<file path="src/rtl/router_ingress_pkg.sv">
// router_ingress_pkg: shared widths, FSM state encoding and header field helpers for the router ingress
package router_ingress_pkg;
  localparam int WIDTH = 8;
  localparam int NPORT = 3;
  localparam logic [1:0] ADDR_INVALID = 2'b11;
  typedef enum logic [2:0] {IDLE, WAIT_EMPTY, LOAD_DATA, CHECK, DROP} state_e;
  function automatic logic [1:0] hdr_addr(input logic [WIDTH-1:0] h);
    return h[1:0];
  endfunction
  function automatic logic [5:0] hdr_len(input logic [WIDTH-1:0] h);
    return h[7:2];
  endfunction
endpackage

</file>
<file path="src/rtl/router_ingress_if.sv">
// router_ingress_if: source handshake, FIFO write bus and packet status; master = ingress, slave = environment
interface router_ingress_if;
  import router_ingress_pkg::*;
  logic             pkt_valid;
  logic [WIDTH-1:0] data_in;
  logic             busy;
  logic [NPORT-1:0] fifo_full;
  logic [NPORT-1:0] fifo_empty;
  logic [NPORT-1:0] soft_reset;
  logic [NPORT-1:0] write_enb;
  logic             lfd_state;
  logic [WIDTH-1:0] data_out;
  logic             parity_err;
  logic             len_err;
  logic             pkt_done;
  modport master (
    input  pkt_valid, data_in, fifo_full, fifo_empty, soft_reset,
    output busy, write_enb, lfd_state, data_out, parity_err, len_err, pkt_done
  );
  modport slave (
    output pkt_valid, data_in, fifo_full, fifo_empty, soft_reset,
    input  busy, write_enb, lfd_state, data_out, parity_err, len_err, pkt_done
  );
endinterface

</file>
<file path="src/rtl/router_ingress_buf.sv">
// router_ingress_buf: one-entry output buffer (data, lfd, valid); load wins over drain so it reloads in place
module router_ingress_buf
  import router_ingress_pkg::*;
(
  input  logic             clock,
  input  logic             reset,
  input  logic             load,
  input  logic             drain,
  input  logic             clear,
  input  logic [WIDTH-1:0] d,
  input  logic             lfd_in,
  output logic [WIDTH-1:0] data,
  output logic             lfd,
  output logic             vld
);
  logic [WIDTH-1:0] data_q, data_d;
  logic lfd_q, lfd_d, vld_q, vld_d;
  always_comb begin
    data_d = load ? d : data_q;
    lfd_d  = clear ? 1'b0 : load ? lfd_in : drain ? 1'b0 : lfd_q;
    vld_d  = clear ? 1'b0 : load ? 1'b1 : drain ? 1'b0 : vld_q;
  end
  always_ff @(posedge clock or posedge reset) begin
    if (reset) begin
      data_q <= '0;
      lfd_q  <= 1'b0;
      vld_q  <= 1'b0;
    end else begin
      data_q <= data_d;
      lfd_q  <= lfd_d;
      vld_q  <= vld_d;
    end
  end
  assign data = data_q;
  assign lfd  = lfd_q;
  assign vld  = vld_q;
endmodule

</file>
<file path="src/rtl/router_ingress.sv">
// router_ingress: decodes packet header, streams header/payload/parity into one of three FIFOs, checks parity and length
module router_ingress
  import router_ingress_pkg::*;
(
  input  logic             clock,
  input  logic             reset,
  router_ingress_if.master bus
);
  state_e state_q, state_d;
  logic [1:0] addr_q, addr_d;
  logic [5:0] len_q, len_d, cnt_q, cnt_d;
  logic [WIDTH-1:0] par_acc_q, par_acc_d, par_rx_q, par_rx_d;
  logic perr_q, perr_d, lerr_q, lerr_d, done_q, done_d;
  logic [NPORT-1:0] port_oh, hdr_oh;
  logic full, sr, busy, fire, load, lfd_in;
  logic [WIDTH-1:0] obuf_data;
  logic obuf_lfd, obuf_vld;
  router_ingress_buf u_buf (
    .clock  (clock),
    .reset  (reset),
    .load   (load),
    .drain  (fire),
    .clear  (sr),
    .d      (bus.data_in),
    .lfd_in (lfd_in),
    .data   (obuf_data),
    .lfd    (obuf_lfd),
    .vld    (obuf_vld)
  );
  assign port_oh = NPORT'(1) << addr_q;
  assign hdr_oh  = NPORT'(1) << hdr_addr(bus.data_in);
  assign full    = |(bus.fifo_full & port_oh);
  // soft reset only aborts a packet that is actually being routed to that FIFO
  assign sr      = |(bus.soft_reset & port_oh) & (state_q inside {WAIT_EMPTY, LOAD_DATA, CHECK});
  assign busy    = (state_q == LOAD_DATA) ? (obuf_vld & full) : (state_q inside {WAIT_EMPTY, CHECK});
  // the header may not leave the buffer until its FIFO has been seen empty
  assign fire    = obuf_vld & ~full & (state_q != WAIT_EMPTY) & ~sr;
  always_comb begin
    state_d   = state_q;
    addr_d    = addr_q;
    len_d     = len_q;
    cnt_d     = cnt_q;
    par_acc_d = par_acc_q;
    par_rx_d  = par_rx_q;
    perr_d    = perr_q;
    lerr_d    = lerr_q;
    done_d    = 1'b0;
    load      = 1'b0;
    lfd_in    = 1'b0;
    if (sr) state_d = bus.pkt_valid ? DROP : IDLE;
    else begin
      case (state_q)
        IDLE: if (bus.pkt_valid) begin
          if (hdr_addr(bus.data_in) == ADDR_INVALID) state_d = DROP;
          else begin
            load      = 1'b1;
            lfd_in    = 1'b1;
            addr_d    = hdr_addr(bus.data_in);
            len_d     = hdr_len(bus.data_in);
            par_acc_d = bus.data_in;
            cnt_d     = '0;
            state_d   = |(bus.fifo_empty & hdr_oh) ? LOAD_DATA : WAIT_EMPTY;
          end
        end
        WAIT_EMPTY: state_d = |(bus.fifo_empty & port_oh) ? LOAD_DATA : WAIT_EMPTY;
        LOAD_DATA: if (!busy) begin
          load = 1'b1;
          if (bus.pkt_valid) begin
            par_acc_d = par_acc_q ^ bus.data_in;
            cnt_d     = (cnt_q == 6'h3f) ? cnt_q : cnt_q + 6'd1;
          end else begin
            par_rx_d = bus.data_in;
            state_d  = CHECK;
          end
        end
        // the status is launched on the edge that writes the parity byte
        CHECK: if (!obuf_vld || fire) begin
          done_d  = 1'b1;
          perr_d  = par_acc_q != par_rx_q;
          lerr_d  = cnt_q != len_q;
          state_d = IDLE;
        end
        DROP: state_d = bus.pkt_valid ? DROP : IDLE;
        default: state_d = IDLE;
      endcase
    end
  end
  always_ff @(posedge clock or posedge reset) begin
    if (reset) begin
      state_q   <= IDLE;
      addr_q    <= '0;
      len_q     <= '0;
      cnt_q     <= '0;
      par_acc_q <= '0;
      par_rx_q  <= '0;
      perr_q    <= 1'b0;
      lerr_q    <= 1'b0;
      done_q    <= 1'b0;
    end else begin
      state_q   <= state_d;
      addr_q    <= addr_d;
      len_q     <= len_d;
      cnt_q     <= cnt_d;
      par_acc_q <= par_acc_d;
      par_rx_q  <= par_rx_d;
      perr_q    <= perr_d;
      lerr_q    <= lerr_d;
      done_q    <= done_d;
    end
  end
  assign bus.busy       = busy;
  assign bus.write_enb  = fire ? port_oh : '0;
  assign bus.data_out   = obuf_data;
  assign bus.lfd_state  = obuf_lfd & fire;
  assign bus.parity_err = perr_q;
  assign bus.len_err    = lerr_q;
  assign bus.pkt_done   = done_q;
endmodule
</file>
<file path="src/flat_wrapper.sv">
// flat-port wrapper written by rule: the top's interface ports become plain ports
module router_ingress_flat import router_ingress_pkg::*;
  (clock, reset, bus_pkt_valid, bus_data_in, bus_fifo_full, bus_fifo_empty, bus_soft_reset, bus_busy, bus_write_enb, bus_lfd_state, bus_data_out, bus_parity_err, bus_len_err, bus_pkt_done);
  router_ingress_if bus_i ();
  input  logic clock;
  input  logic reset;
  input wire logic [$bits(bus_i.pkt_valid)-1:0] bus_pkt_valid;
  input wire logic [$bits(bus_i.data_in)-1:0] bus_data_in;
  input wire logic [$bits(bus_i.fifo_full)-1:0] bus_fifo_full;
  input wire logic [$bits(bus_i.fifo_empty)-1:0] bus_fifo_empty;
  input wire logic [$bits(bus_i.soft_reset)-1:0] bus_soft_reset;
  output wire logic [$bits(bus_i.busy)-1:0] bus_busy;
  output wire logic [$bits(bus_i.write_enb)-1:0] bus_write_enb;
  output wire logic [$bits(bus_i.lfd_state)-1:0] bus_lfd_state;
  output wire logic [$bits(bus_i.data_out)-1:0] bus_data_out;
  output wire logic [$bits(bus_i.parity_err)-1:0] bus_parity_err;
  output wire logic [$bits(bus_i.len_err)-1:0] bus_len_err;
  output wire logic [$bits(bus_i.pkt_done)-1:0] bus_pkt_done;
  assign bus_i.pkt_valid = bus_pkt_valid;
  assign bus_i.data_in = bus_data_in;
  assign bus_i.fifo_full = bus_fifo_full;
  assign bus_i.fifo_empty = bus_fifo_empty;
  assign bus_i.soft_reset = bus_soft_reset;
  assign bus_busy = bus_i.busy;
  assign bus_write_enb = bus_i.write_enb;
  assign bus_lfd_state = bus_i.lfd_state;
  assign bus_data_out = bus_i.data_out;
  assign bus_parity_err = bus_i.parity_err;
  assign bus_len_err = bus_i.len_err;
  assign bus_pkt_done = bus_i.pkt_done;
  router_ingress u_core (.clock(clock), .reset(reset), .bus(bus_i));
endmodule
</file>
<file path="config.mk">
export PLATFORM = sky130hd
export DESIGN_NAME = router_ingress_flat
export DESIGN_NICKNAME = d
export VERILOG_FILES = /design/src/rtl/router_ingress_pkg.sv /design/src/rtl/router_ingress_if.sv /design/src/rtl/router_ingress_buf.sv /design/src/rtl/router_ingress.sv /design/src/flat_wrapper.sv
export SDC_FILE = /design/constraint.sdc
export NUM_CORES = 1
export LEC_CHECK = 0
export ABC_AREA = 1
export CAP_MARGIN = 10
export CORE_MARGIN = 4
export CORE_UTILIZATION = 58
export DETAILED_ROUTE_END_ITERATION = 6
export GPL_TIMING_DRIVEN = 1
export PLACE_DENSITY_LB_ADDON = 0.15
export SLEW_MARGIN = 10
export SYNTH_ARGS = -nofsm -noshare
export SYNTH_HDL_FRONTEND = slang
export SYNTH_SLANG_ARGS = --single-unit
</file>
<file path="constraint.sdc">
create_clock -name clock -period 3.25 [get_ports clock]
set_input_delay 0.65 -clock clock [delete_from_list [all_inputs] [get_ports clock]]
set_output_delay 0.65 -clock clock [all_outputs]
set_load 0.03 [all_outputs]
</file>
==> results.tsv <==
metric	value	unit
status	completed	
synth_largest_area_cell	dfrtp_1	
antennaDiodeCount	0	
clk_pin_slew_worst_paths	90	ps
grt_pass1_wl	8.94	mm
routed_wirelength	4.91	mm
ys_ff_latch	46	
tns	0	ps
wl_per_cell	13.1	µm
crit_path_top_delay_cell	clkdlybuf4s50_1	
synth_top_area_share	47.9	%
clock_sinks	46	
ios	36	
layout-drive-gt1-share	11.4	%
hold_viol	0	
vias	1966	
dp_slack	83.1	ps
dieArea	5240	µm²
multiInputGateArea	1090	µm²
start_util	60.1	%
synthTopCellsByArea	dfrtp_1, nand2_1, xor2_1, nand3_1, o21ai_1	
peakVddDrop	0.536	mV
nets	345	
rsz0062_at_grt	false	
track_usage	21.6	%
crit_arrival	2460	ps
cts_tree	done	
io_buffers	35	
final_area	2900	µm²
fin_util	72.5	%
crit_path_start_kind	input pin	
setup_slack	145	ps
area.sequential	1150	µm²
finalSetupViolCount	0	
ys_types	30	
dieHeight	72.4	µm
max-cap-violations	0	
cts-root-buf	clkbuf_8	
syn_inst	286	
synthTopCellsByCount	nand2_1, dfrtp_1, nand3_1, inv_1, xor2_1	
wl_met2	2.24	mm
p_per_area	949	nW/µm²
drc	0	
area_growth	20.7	%
drtPass1Iterations	4	
clk_latency	300	ps
syn_nets	307	
coreArea	4000	µm²
slew_viol_final	0	
final_antenna_net_count	0	
fmax	0.322	GHz
critPathTopFamily	buffers and inverters	
cts_max_level	2	
cpPeakStageDelay	690	ps
total_power	0.00275	W
worst-path-buf-inv	2	
synth.most_common_cell	nand2_1	
gp_congestion	0.977	
overflow	0	
synthArstFlopShare	100	%
nFillCells	330	
first_iter_violations	124	
maxSlewHeadroom	42.6	%
syn-cell-area	2400	µm²
path_class	in2out	
synth_warnings	0	
crit_fanout	9	
first_global_vias	1962	
cts_inserted_buffers	5	
fin_crit	3110	ps
dr.max_layer_used	met4	
dpl_cell_area	2780	µm²
grt_start_max_net_pins	27	
cts_buffer_depth	2	
syn_area_per_cell	8.40	µm²
cp.required	2600	ps
die_width	72.4	µm
hold_path.class	reg2reg	
end_kind	output port	
dpl.hpwl	3.70	mm
num_rows	23	
finalCritPeriodShare	95.5	%
worstMarginPinSlew	856	ps
ys.flop_type	dfrtp_1	
synth_edf_count	0	
leakage	1.43	nW
fin_skew	5.86	ps
vias_per_cell	5.24	
yosysSeqAreaShare	47.9	%
antenna_found_initial	0	
crit_chain	clkdlybuf4s50_1, nand3_1, nand3_2, nand2_4, nand3_1, nor3_1, clkdlybuf4s50_1	
wl_met3	243	µm
met1_length	2.37	mm
-- state kept, by name, indices dropped and copies added, names as in the netlist --
signal                 count
u_core.addr_q              2
u_core.bus.len_err         1
u_core.bus.parity_err      1
u_core.bus.pkt_done        1
u_core.cnt_q               6
u_core.len_q               6
u_core.par_acc_q           8
u_core.par_rx_q            8
u_core.state_q             3
u_core.u_buf.data          8
u_core.u_buf.lfd           1
u_core.u_buf.vld           1
-- metrics by stage --
step           hold WS (ps)  instances
6_report                493        375
5_1_grt                 515        375
4_1_cts                 500        375
3_5_place_dp            479        367
3_3_place_gp            473        367
2_1_floorplan           467        286
-- final timing paths --
| path | from | to | slack (ps) | depth (start not counted) |
|---|---|---|---|---|
| hold reg to reg | u_core.bus.len_err | u_core.bus.len_err | 490 | 2 |
| setup reg to reg | u_core.addr_q[1] | u_core.cnt_q[3] | 1370 | 9 |
| setup / recovery | bus_soft_reset[2] | bus_write_enb[2] | 140 | 7 |
| min in group asynchronous | reset | u_core.bus.pkt_done | 720 | 2 |
| hold / removal | u_core.bus.len_err | u_core.bus.len_err | 490 | 2 |
| max in group asynchronous | reset | u_core.u_buf.data[6] | 1910 | 3 |
-- worst reg2reg max path: cells and delay by family, from the launching register on --
kind             cells  cell delay, ps
flip-flops           1             510
AO/OA/AOI/OAI        1              60
AND/OR/NAND/NOR      8            1210
-- layout by cell type, fill, tap and decap left out --
| cell | instances |
|---|---|
| a21oi_1 | 3 |
| a31oi_1 | 1 |
| buf_4 | 3 |
| bufinv_16 | 1 |
| clkbuf_8 | 5 |
| clkdlybuf4s50_1 | 33 |
| clkinv_1 | 1 |
| clkinv_2 | 1 |
| dfrtp_1 | 46 |
| dlymetal6s2s_1 | 2 |
| ha_1 | 1 |
| inv_1 | 21 |
| inv_2 | 5 |
| inv_6 | 1 |
| nand2_1 | 78 |
| nand2_2 | 2 |
| nand2_4 | 1 |
| nand3_1 | 24 |
| nand3_2 | 3 |
| nand3b_1 | 1 |
| nand4_1 | 3 |
| nand4_2 | 1 |
| nor2_1 | 14 |
| nor2_2 | 2 |
| nor2_4 | 2 |
| nor3_1 | 5 |
| nor3b_1 | 1 |
| nor4_1 | 1 |
| o21ai_0 | 12 |
| o21ai_1 | 18 |
| o21ai_2 | 6 |
| o21bai_1 | 1 |
| or2_2 | 4 |
| xnor2_1 | 2 |
| xor2_1 | 20 |
-- per-layer routing --
metal	track usage [%]	vias up
met2	34.1	46
met1	29.9	919
li1	-	996
met5	0	-
met4	6.68	0
met3	4.71	5
-- kinds of logic (layout without fill, tap and decap cells) --
kind of cell,count (synthesis),count (layout),synth area share (%)
AOI/OAI and AO/OA,41,41,9.64
xor gates and xnor gates,22,22,8.02
adders and majority gates,1,1,0.521
buffers and inverters,34,73,6.56
DFF,46,46,47.9
and+or+nand+nor,142,142,27.3
-- final cells by class --
cell class | count | share of cell area (%)
multi-input cells | 206 | 37.7
inverters | 27 | 3.50
repair buffers | 38 | 13.0
clock inverters | 3 | 1.51
clock buffers | 5 | 2.37
well taps | 50 | 2.16
flip-flops and latches | 46 | 39.7
-- timing repair --
item                                    CTS  global route
gates resized for setup                   0             2
endpoints found under the setup margin    0             2
buffers inserted                          0             0
hold buffers                              0             0
-- where the power goes --
group          switching, W  internal, W
Clock              0.000191     0.000230
Combinational      0.000823     0.000506
Sequential         0.000190     0.000811
Total               0.00120      0.00155
No activity file was read; power rests on OpenSTA's default activity.
